## src/rtl/scope_raster_renderer.sv

```systemverilog
// scope_raster_renderer: fetches per-row trace samples, then streams LT24 pixels.
// Define SCOPE_GRID_EN to compile in the grid overlay and its pitch counters.
module scope_raster_renderer #(
    parameter int WIDTH = 240,
    parameter int HEIGHT = 320,
    parameter int CHANNELS = 2,
    parameter int SAMPLE_W = 8,
    parameter int GRID_PITCH = 40,
    parameter logic [16*CHANNELS-1:0] TRACE_COLOURS = {16'h07FF, 16'hFFE0},
    parameter logic [15:0] BG_COLOUR = 16'h0000,
    parameter logic [15:0] GRID_COLOUR = 16'h4208
) (
    input  logic                clock,
    input  logic                rstApp,
    input  logic                frameStart,
    input  logic                continuous,
    output logic [1:0]          sampleCh,
    output logic [8:0]          sampleIdx,
    output logic                sampleRdEn,
    input  logic [SAMPLE_W-1:0] sampleData,
    output logic [7:0]          xAddr,
    output logic [8:0]          yAddr,
    output logic [15:0]         pixelData,
    output logic                pixelWrite,
    input  logic                pixelReady,
    output logic                busy,
    output logic                frameDone
);
    typedef enum logic [1:0] {S_IDLE, S_FETCH, S_DRAW, S_DONE} state_t;

    localparam logic [7:0] X_LAST = 8'(WIDTH - 1);
    localparam logic [8:0] Y_LAST = 9'(HEIGHT - 1);
    localparam logic [2:0] K_LAST = 3'(CHANNELS);

    if (CHANNELS < 1 || CHANNELS > 4 || SAMPLE_W < 8 || GRID_PITCH < 1 ||
        WIDTH < 1 || WIDTH > 256 || HEIGHT < 1 || HEIGHT > 512) begin : g_bad_cfg
        $error("scope_raster_renderer: unsupported parameter set");
    end

    state_t      state_q, state_d;
    logic [7:0]  x_q, x_d;
    logic [8:0]  row_q, row_d;
    logic [2:0]  k_q, k_d;
    logic [7:0]  trace_q [CHANNELS];
    logic [7:0]  trace_d [CHANNELS];
    logic [7:0]  raw_x;
    logic [7:0]  sample_x;
    logic        accept;
    logic        grid_hit;
    logic [15:0] colour;

`ifdef SCOPE_GRID_EN
    localparam int GW = $clog2(GRID_PITCH + 1);
    localparam logic [GW-1:0] G_LAST = GW'(GRID_PITCH - 1);

    logic [GW-1:0] gx_q, gx_d;
    logic [GW-1:0] gy_q, gy_d;

    // Counters sit at zero on every pitch multiple, so no divider is needed.
    assign grid_hit = (gx_q == '0) || (gy_q == '0);
`else
    assign grid_hit = 1'b0;
`endif

    assign raw_x    = sampleData[SAMPLE_W-1 -: 8];
    assign sample_x = (raw_x > X_LAST) ? X_LAST : raw_x;
    assign accept   = (state_q == S_DRAW) && pixelReady;

    always_ff @(posedge clock) begin
        if (rstApp) begin
            state_q <= S_IDLE;
        end else begin
            state_q <= state_d;
        end
    end

    always_ff @(posedge clock) begin
        if (rstApp) begin
            x_q   <= '0;
            row_q <= '0;
            k_q   <= '0;
            for (int c = 0; c < CHANNELS; c++) begin
                trace_q[c] <= '0;
            end
`ifdef SCOPE_GRID_EN
            gx_q <= '0;
            gy_q <= '0;
`endif
        end else begin
            x_q     <= x_d;
            row_q   <= row_d;
            k_q     <= k_d;
            trace_q <= trace_d;
`ifdef SCOPE_GRID_EN
            gx_q <= gx_d;
            gy_q <= gy_d;
`endif
        end
    end

    always_comb begin
        state_d = state_q;
        x_d     = x_q;
        row_d   = row_q;
        k_d     = k_q;
        trace_d = trace_q;
`ifdef SCOPE_GRID_EN
        gx_d = gx_q;
        gy_d = gy_q;
`endif
        unique case (state_q)
            S_IDLE: begin
                if (frameStart) begin
                    state_d = S_FETCH;
                    row_d   = '0;
                    k_d     = '0;
`ifdef SCOPE_GRID_EN
                    gy_d = '0;
`endif
                end
            end
            S_FETCH: begin
                k_d = k_q + 3'd1;
                // Read data for channel k-1 lands one cycle after its strobe.
                for (int c = 0; c < CHANNELS; c++) begin
                    if (k_q == 3'(c + 1)) begin
                        trace_d[c] = sample_x;
                    end
                end
                if (k_q == K_LAST) begin
                    state_d = S_DRAW;
                    x_d     = '0;
                    k_d     = '0;
`ifdef SCOPE_GRID_EN
                    gx_d = '0;
`endif
                end
            end
            S_DRAW: begin
                if (accept) begin
                    if (x_q == X_LAST) begin
                        x_d = '0;
                        if (row_q == Y_LAST) begin
                            state_d = S_DONE;
                        end else begin
                            state_d = S_FETCH;
                            row_d   = row_q + 9'd1;
`ifdef SCOPE_GRID_EN
                            gy_d = (gy_q == G_LAST) ? '0 : gy_q + 1'b1;
`endif
                        end
                    end else begin
                        x_d = x_q + 8'd1;
`ifdef SCOPE_GRID_EN
                        gx_d = (gx_q == G_LAST) ? '0 : gx_q + 1'b1;
`endif
                    end
                end
            end
            S_DONE: begin
                row_d   = '0;
                k_d     = '0;
                state_d = continuous ? S_FETCH : S_IDLE;
`ifdef SCOPE_GRID_EN
                gy_d = '0;
`endif
            end
        endcase
    end

    // Lowest channel wins, so walk from the highest index down.
    always_comb begin
        colour = grid_hit ? GRID_COLOUR : BG_COLOUR;
        for (int c = CHANNELS - 1; c >= 0; c--) begin
            if (trace_q[c] == x_q) begin
                colour = TRACE_COLOURS[16*c +: 16];
            end
        end
    end

    always_comb begin
        busy       = 1'b0;
        frameDone  = 1'b0;
        pixelWrite = 1'b0;
        pixelData  = '0;
        sampleRdEn = 1'b0;
        sampleCh   = '0;
        sampleIdx  = '0;
        xAddr      = x_q;
        yAddr      = row_q;
        unique case (state_q)
            S_IDLE: begin
                busy = 1'b0;
            end
            S_FETCH: begin
                busy = 1'b1;
                if (k_q != K_LAST) begin
                    sampleRdEn = 1'b1;
                    sampleCh   = k_q[1:0];
                    sampleIdx  = row_q;
                end
            end
            S_DRAW: begin
                busy       = 1'b1;
                pixelWrite = 1'b1;
                pixelData  = colour;
            end
            S_DONE: begin
                busy      = 1'b1;
                frameDone = 1'b1;
            end
        endcase
    end
endmodule

```

## config.mk

```make
export PLATFORM = sky130hd
export DESIGN_NAME = scope_raster_renderer
export DESIGN_NICKNAME = d
export VERILOG_FILES = /design/src/rtl/scope_raster_renderer.sv
export SDC_FILE = /design/constraint.sdc
export NUM_CORES = 1
export LEC_CHECK = 0
export ABC_AREA = 1
export BUFFER_PORTS_ARGS = -buffer_cell sky130_fd_sc_hd__buf_4
export CAP_MARGIN = 20
export CORE_UTILIZATION = 55
export CTS_CLUSTER_DIAMETER = 60
export DETAILED_ROUTE_END_ITERATION = 12
export GPL_ROUTABILITY_DRIVEN = 0
export GPL_TIMING_DRIVEN = 1
export PLACE_DENSITY = 0.83
export SKIP_CTS_REPAIR_TIMING = 1
export SYNTH_ARGS = -nofsm -noshare
export SYNTH_HDL_FRONTEND = slang
export SYNTH_SLANG_ARGS = --single-unit
```

## constraint.sdc

```tcl
create_clock -name clock -period 3.2 [get_ports clock]
set_input_delay 0.16 -clock clock [delete_from_list [all_inputs] [get_ports clock]]
set_output_delay 0.16 -clock clock [all_outputs]
set_load 0.05 [all_outputs]
```

==> results.ini, run 1 <==
[floorplanning]
coreArea_sq_um=3800
io_pins=61
floorplan.initialDensity_pct=59.6
die_x_um=66.2
die_y_um=66.2
die_area_sq_um=4380
fp-row-count=22

[synth]
yosysTopAreaCellShare_pct=33.6
yosys-top-cells-count=nand2_1 (63), inv_1 (44), nor2_1 (40), dfxtp_1 (38)
synth_edf_count=0
synth.most_common_cell=nand2_1
syn_inst=331
synth_top_area_cell=dfxtp_1
synth_fp_nets=346
synth_cell_types=30
synth-seq-area-share_pct=33.6
ys_ff_latch=38
avgSynthCellArea_sq_um=6.84
async_reset_ff_share_pct=0
synth_flop_cell=dfxtp_1
syn_area_sq_um=2260
ys_warn_count=0
synth_area_leaders=dfxtp_1 (34%), nand2_1 (10%), inv_1 (7.3%)

[detailed_routing]
dr_total_vias=2288
detail-route-antenna-nets=0
wl_per_cell_um=13.3
drtIter0Drc=188
firstDrtPassIters=5
drc=0
drt-vias-per-instance=5.38
totalWireLength_um=5640

[worst_setup_path]
required_ns=3.04
worst_ep_arrival_time_ns=1.97
critPathLaunchType=flip-flop
end_kind=output pin
startpoint=state_q[1]
critical_path_class=flip-flop to output pin
r2r-start=xAddr[0]
cp_max_fo=11
reg2regPathDepth=8

[sta]
rsz0062_at_grt=false
tns_ns=0
timing_worst_slew_pin_value_ns=0.630
whs_ns=0.117
slew_headroom_pct=58.0
slew_violations=0
setup_viol=0
clock_skew_ns=0.00526
finalCritPeriodShare_pct=66.5
hold_viol=0
fmax_mhz=470
period_needed_ns=2.13

[clocking]
clkTransAtPathRegs_ns=0.08
cts_root_buf=clkbuf_8
cts_buffer_depth=2
cts_buffers=5
htree_levels=2
clk_latency_ns=0.30
tritoncts=yes
cts_sinks=38

[grt]
grt_usage_pct=27.9
grt_pass1_vias=2144
grtUsageMet1_pct=36.4
gr-usage-met2_pct=45.4
grt.overflow.total=0
busiest_layer=met2
grt_antenna_before_repair=0
grt_use_met3_pct=5.86
grt_max_degree=26
grt_first_pass_wirelength_um=9230

[hold_path]
whs_path_depth=3
hp-class=input port to flip-flop
hold_start=sampleData[3]

[power_and_ir_drop]
power_mw=2.05
peakVddDrop_mv=0.382
power.density_nw_per_um2=753
p_leak_nw=1.26

[cells_and_area]
fin_util_pct=71.6
nFillCells=332
syn_to_final_growth_pct=20.2
stdcell_count=425
layout.nets=391
drive_gt1_share_pct=23.1
n_antenna_cell=0

[status]
status=finished clean

[place]
port_buffers=60
place_inst=417
dpl.hpwl_um=4210

[run]
drv_cap=0

## per-layer routing
metal	wire, um	vias to the layer above
met5	0	-
met4	72	0
met3	353	9
met2	2590	94
met1	2630	1056
li1	-	1129
## cell type report
| class | count | area [sq um] | share of cell area [%] |
|---|---|---|---|
| clock buffers | 6 | 82.6 | 3.04 |
| multi-input cells | 225 | 1180 | 43.3 |
| inverters | 46 | 175 | 6.44 |
| flip-flops and latches | 38 | 761 | 28.0 |
| well taps | 48 | 60.1 | 2.21 |
| clock inverters | 2 | 12.5 | 0.460 |
| repair buffers | 60 | 450 | 16.6 |
## cells by family (layout without fill, tap and decap cells)
| family | after synthesis | after routing | share of synthesized area [%] |
|---|---|---|---|
| adder cells (fa/ha/maj) | 2 | 2 | 1.11 |
| AND/OR/NAND/NOR | 149 | 149 | 29.6 |
| AO/OA/AOI/OAI | 57 | 57 | 14.8 |
| flip-flops | 38 | 38 | 33.6 |
| buffers and inverters | 68 | 114 | 14.3 |
| XOR/XNOR | 17 | 17 | 6.58 |
## where the power goes
part,switching [mW],leakage (nW),total [mW],internal [mW]
combinational,0.834,0.906,1.13,0.295
sequential,0.0450,0.307,0.561,0.516
clock,0.185,0.0472,0.358,0.173
total,1.06,1.26,2.05,0.984
## worst paths after layout
kind / endpoint / slack (ns)
worst min-delay path: trace_q[11] / 0.12
worst min register to register: k_q[0] / 0.49
worst max-delay path: pixelData[4] / 1.07
worst max register to register: yAddr[4] / 1.43
## cells in the final DEF (no fill, tap or decap), types with 2 or more instances in the layout
master / synthesis / layout
nand2_1: 63 / 63
buf_4: 15 / 60
inv_1: 44 / 44
nor2_1: 40 / 40
dfxtp_1: 38 / 38
a21oi_1: 21 / 21
o21ai_0: 21 / 21
nand3_1: 16 / 16
nand4_1: 11 / 11
xnor2_1: 10 / 10
a31oi_1: 8 / 8
xor2_1: 7 / 7
nand2_2: 6 / 6
clkbuf_8: 0 / 6
nor2_4: 4 / 4
nor2_2: 4 / 4
nor3_1: 4 / 4
ha_1: 2 / 2
## worst max-delay path: stages (launching register included)
cell     delay (ns)
dfxtp_1        0.47
nand2_2        0.21
a21oi_1        0.16
nand2_1        0.06
nor2_1         0.09
nand4_1        0.13
nor2_1         0.29
buf_4          0.26
## through the flow
stage | instance area [sq um] | setup slack, ns
final | 2720 | 1.07
after global routing | 2720 | 0.842
after CTS | 2720 | 1.06
after detailed placement | 2630 | 1.40
after global placement | 2630 | 1.46
after floorplan | 2260 | 0.714
## state kept, by name, summed over array words and instances, names as in the netlist
register  flops
yAddr         9
k_q           3
trace_q      16
xAddr         8
state_q       2
Note: power is estimated with default switching activity, not from simulation.
==> run 2: changes to the inputs <==
--- a/config.mk
+++ b/config.mk
@@ -5,15 +5,15 @@
 export SDC_FILE = /design/constraint.sdc
 export NUM_CORES = 1
 export LEC_CHECK = 0
-export ABC_AREA = 1
+export ABC_AREA = 0
 export BUFFER_PORTS_ARGS = -buffer_cell sky130_fd_sc_hd__buf_4
 export CAP_MARGIN = 20
-export CORE_UTILIZATION = 55
+export CORE_UTILIZATION = 52
 export CTS_CLUSTER_DIAMETER = 60
 export DETAILED_ROUTE_END_ITERATION = 12
 export GPL_ROUTABILITY_DRIVEN = 0
 export GPL_TIMING_DRIVEN = 1
-export PLACE_DENSITY = 0.83
+export PLACE_DENSITY = 0.79
 export SKIP_CTS_REPAIR_TIMING = 1
 export SYNTH_ARGS = -nofsm -noshare
 export SYNTH_HDL_FRONTEND = slang
==> constraint.sdc (replaced) <==
create_clock -name clock -period 2.2 [get_ports clock]
set_input_delay 0.11 -clock clock [delete_from_list [all_inputs] [get_ports clock]]
set_output_delay 0.11 -clock clock [all_outputs]
set_load 0.05 [all_outputs]
==> results.ini, run 2 <==
[cells_and_area]
stdcell_count=372
layout_commonest_cell=buf_4
layout.nets=336
syn_to_final_growth_pct=26.1
largest_reg_flops=16
drive_gt1_share_pct=29.5
n_antenna_cell=0
top_register=trace_q
most-common-layout-cells=buf_4 (66), dfxtp_1 (30), nand2_1 (25)
nFillCells=349

[power_and_ir_drop]
p_leak_nw=1.21
power.density_nw_per_um2=563
power_frac_comb_pct=9.3
p_clk_share_pct=46.1
intPower_mw=1.21
power_frac_seq_pct=44.6
peakVddDrop_mv=0.402
switching_share_pct=23.7
p_sw_uw=375

[hold_path]
hp-class=input port to flip-flop
holdPathEnd=trace_q[14]
hold_start=sampleData[6]
whs_path_depth=3

[detailed_routing]
met1_length_um=2520
wl_met3_um=249
totalWireLength_um=5390
detail-route-antenna-nets=0
met2WireLength_um=2570
drtIter0Drc=141
drc=0
highest_layer=met4
firstDrtPassIters=4
wl_per_cell_um=14.5
dr_total_vias=2119
drt-vias-per-instance=5.70

[synth]
ys_warn_count=0
synth-seq-area-share_pct=34.1
yosysTopAreaCellShare_pct=34.1
synth_flop_cell=dfxtp_1
avgSynthCellArea_sq_um=8.04
synth.area.mux_share_pct=1.80
synth_xor_area_share_pct=7.07
synth_compound_area_share_pct=15.8
synth_edf_count=0
yosys-top-cells-count=dfxtp_1 (38), nand2_1 (25), nor2_1 (24), a21oi_1 (18), xor2_1 (16)
synth_area_leaders=dfxtp_1 (34%), xor2_1 (6.3%), buf_4 (4.4%)
synth.most_common_cell=dfxtp_1
ys_ff_latch=38
synth_top_family_by_area=simple AND/OR/NAND/NOR gates
syn_inst=277
async_reset_ff_share_pct=0
synthAdderAreaFrac_pct=1.12
synth_fp_nets=292
synth_top_area_cell=dfxtp_1
synth_cell_types=44
syn_area_sq_um=2230
synth-simple-area-share_pct=31.0

[grt]
grt_max_degree=29
grt_antenna_before_repair=0
grt_pass1_vias=1787
grt_usage_pct=25.1
grt.overflow.total=0
grt_first_pass_wirelength_um=8600

[place]
place_inst=364
dpl.hpwl_um=3830
port_buffers=60
place_ws_ns=0.267

[clocking]
clkTransAtPathRegs_ns=0.08
clk_latency_ns=0.30
cts_sinks=38
cts_root_buf=clkbuf_8
cts_buffers=5
cts_buffer_depth=2
htree_levels=2
tritoncts=yes

[sta]
slew_violations=0
period_needed_ns=2.13
hold_viol=0
finalWorstSetupSlack_ns=0.0713
tns_ns=0
slew_headroom_pct=62.3
finalCritPeriodShare_pct=96.8
clock_skew_ns=0.00537
setup_viol=0
timing_worst_slew_pin_value_ns=0.566
fmax_mhz=470
whs_ns=0.0683

[worst_setup_path]
worst_ep_arrival_time_ns=2.02
reg2regPathDepth=5
r2r-end=yAddr[5]
critPathBufInv=1
critical_path_class=flip-flop to output pin
required_ns=2.09
r2r-start=xAddr[0]
crit_chain=xor2_1, nor4_4, nand2_1, o21ai_4, buf_4
cp_top_family=simple AND/OR/NAND/NOR gates
end_kind=output pin
rrSetupSlack_ns=0.23
critPathLaunchType=flip-flop
cp_slowest_cell=dfxtp_2
max_stage_delay_ns=0.38
cp_max_fo=8

[floorplanning]
die_x_um=67.5
io_pins=61
fp-row-count=23
die_y_um=67.5
floorplan.initialDensity_pct=54.9
coreArea_sq_um=4060
die_area_sq_um=4550

[status]
status=finished clean

[run]
drv_cap=0

run 2: cell count changes after synthesis, moves of 8 or more:
cell	delta
a211oi_1	+10
nand2_1	-38
xor2_1	+9
o21ai_0	-12
xnor2_1	-8
nor2_1	-16
inv_1	-39
and2_1	+13
run 2: layer usage:
metal  up-vias  global-route usage [%]
met5         -                       0
met4         0                    6.91
met3         5                    5.57
met2        55                    37.7
met1       987                    35.6
li1       1072                       -
run 2: worst max path at each step:
| stage | from | endpoint | slack [ns] | cells past startpoint |
|---|---|---|---|---|
| 6_report | xAddr[4] | pixelData[7] | 0.07 | 5 |
| 5_1_grt | xAddr[4] | pixelData[6] | -0.01 | 5 |
| 4_1_cts | xAddr[4] | pixelData[7] | 0.05 | 5 |
| 3_5_place_dp | xAddr[0] | yAddr[5] | 0.27 | 5 |
| 3_3_place_gp | xAddr[0] | yAddr[5] | 0.35 | 5 |
| 2_1_floorplan | xAddr[5] | pixelData[10] | 0.05 | 6 |
run 2: area by class of cell:
class	instances	area, sq um	area share, %
flip-flops and latches	38	771	27.4
clock buffers	5	68.8	2.45
inverters	5	18.8	0.668
multi-input cells	205	1330	47.2
repair buffers	66	495	17.6
well taps	50	62.6	2.23
clock inverters	3	68.8	2.45
run 2: logic make-up (layout without fill, tap and decap cells):
logic type	count (synthesis)	count (layout)
and+or+nand+nor	126	126
AOI/OAI and AO/OA	55	55
DFF	38	38
buffers and inverters	34	79
xor gates and xnor gates	18	18
muxes	4	4
adders and majority gates	2	2
run 2: power groups by stage:
stage / Combinational (mW) / Sequential [mW] / Clock, mW
2_1_floorplan: 0.0950 / 0.719 / 0
3_3_place_gp: 0.140 / 0.721 / 0
3_5_place_dp: 0.142 / 0.721 / 0
4_1_cts: 0.143 / 0.705 / 0.727
5_1_grt: 0.160 / 0.707 / 0.768
6_report: 0.147 / 0.705 / 0.729
run 2: through the flow:
step / util (%) / instance area (sq um) / power, mW
CTS: 68.8 / 2790 / 1.57
floorplan: - / 2280 / 0.814
global placement: 65.4 / 2660 / 0.861
global route: 69.3 / 2810 / 1.63
finish: 69.3 / 2810 / 1.58
detailed placement: 65.4 / 2660 / 0.863
run 2: worst min-delay path, cell delays in order:
cell,delay (ns)
buf_4,0.09
mux2i_1,0.06
nor2_1,0.07
==> run 3: changes to the inputs <==
--- a/config.mk
+++ b/config.mk
@@ -5,7 +5,7 @@
 export SDC_FILE = /design/constraint.sdc
 export NUM_CORES = 1
 export LEC_CHECK = 0
-export ABC_AREA = 0
+export ABC_AREA = 1
 export BUFFER_PORTS_ARGS = -buffer_cell sky130_fd_sc_hd__buf_4
 export CAP_MARGIN = 20
 export CORE_UTILIZATION = 52
==> results.ini, run 3 (synthesis results as in run 1) <==
[floorplanning]
die_area_sq_um=4620
coreArea_sq_um=4090
io_pins=61
die_x_um=68.0
fp-row-count=23
floorplan.initialDensity_pct=55.4
die_y_um=68.0

[place]
place_inst=420
port_buffers=60
place_ws_ns=0.444
dpl.hpwl_um=3970

[sta]
tns_ns=0
slew_violations=0
clock_skew_ns=0.00719
slew_headroom_pct=56.4
hold_viol=0
period_needed_ns=2.05
timing_worst_slew_pin_value_ns=0.653
finalCritPeriodShare_pct=93.0
rsz0062_at_grt=false
fmax_mhz=489
finalWorstSetupSlack_ns=0.154
setup_viol=0

[detailed_routing]
wl_per_cell_um=13.0
drtIter0Drc=186
totalWireLength_um=5580
drt-vias-per-instance=5.32
dr_total_vias=2279
firstDrtPassIters=5
drc=0
detail-route-antenna-nets=0

[cells_and_area]
syn_to_final_growth_pct=22.7
drive_gt1_share_pct=23.8
n_antenna_cell=0
most-common-layout-cells=nand2_1 (63), buf_4 (61), inv_1 (44)
layout_commonest_cell=nand2_1
layout.nets=392
top_register=trace_q
stdcell_count=428
largest_reg_flops=16

[grt]
grt_antenna_before_repair=0
grt_first_pass_wirelength_um=8940
grt_usage_pct=26.2
grt.overflow.total=0
grt_max_degree=26
grt_pass1_vias=1933

[status]
status=finished clean

[clocking]
cts_sinks=38
cts_root_buf=clkbuf_8
clkTransAtPathRegs_ns=0.08
cts_buffers=5
htree_levels=2
cts_buffer_depth=2
tritoncts=yes
clk_latency_ns=0.31

[worst_setup_path]
required_ns=2.09
end_kind=output pin
cp_max_fo=11
critPathLaunchType=flip-flop
critical_path_class=flip-flop to output pin
worst_ep_arrival_time_ns=1.94
reg2regPathDepth=7

[power_and_ir_drop]
power.density_nw_per_um2=1150
peakVddDrop_mv=0.774
p_leak_nw=1.29

[run]
drv_cap=0

[hold_path]
hp-class=input port to flip-flop
whs_path_depth=3

run 3: critical path, stage by stage (launching register included):
cell,delay (ns)
dfxtp_1,0.33
inv_1,0.16
nand2_2,0.20
a21oi_1,0.16
nand2_1,0.06
nor2_1,0.10
nand4_1,0.18
nor2_2,0.21
buf_4,0.23
run 3: per-layer routing:
metal	vias to the layer above	part of all wire, %	global-route usage [%]
met5	-	0	0
met4	0	1.1	8.85
met3	6	8.6	6.00
met2	107	47	41.7
met1	1026	44	34.5
li1	1140	-	-
run 3: final timing paths:
path | startpoint | to | slack [ns]
max | state_q[0] | pixelData[0] | 0.15
min | sampleData[1] | trace_q[9] | 0.06
max reg2reg | xAddr[0] | yAddr[6] | 0.38
min reg2reg | k_q[0] | k_q[0] | 0.48
run 3: cell type report:
cell class	instances	area (sq um)
fill	374	1310
tap	50	62.6
clock buffer	5	68.8
inverter	46	175
clock inverter	3	68.8
multi-input combinational	225	1180
timing repair buffer	61	458
sequential	38	762
run 3: where the power goes:
| part | switching, mW | total [mW] | internal (mW) | leakage [nW] |
|---|---|---|---|---|
| combinational | 1.21 | 1.64 | 0.434 | 0.911 |
| sequential | 0.0602 | 0.813 | 0.752 | 0.307 |
| clock | 0.280 | 0.735 | 0.455 | 0.0683 |
| total | 1.55 | 3.19 | 1.64 | 1.29 |
run 3: metrics by stage:
stage | total power, mW | hold slack, ns | area (sq um) | utilization, %
finish | 3.19 | 0.0600 | 2780 | 67.9
global route | 3.36 | 0.0669 | 2780 | 67.9
CTS | 3.19 | 0.0558 | 2780 | 67.9
detailed placement | 2.46 | 0.371 | 2640 | 64.5
global placement | 2.44 | 0.367 | 2640 | 64.5
floorplan | 2.20 | 0.258 | 2270 | -
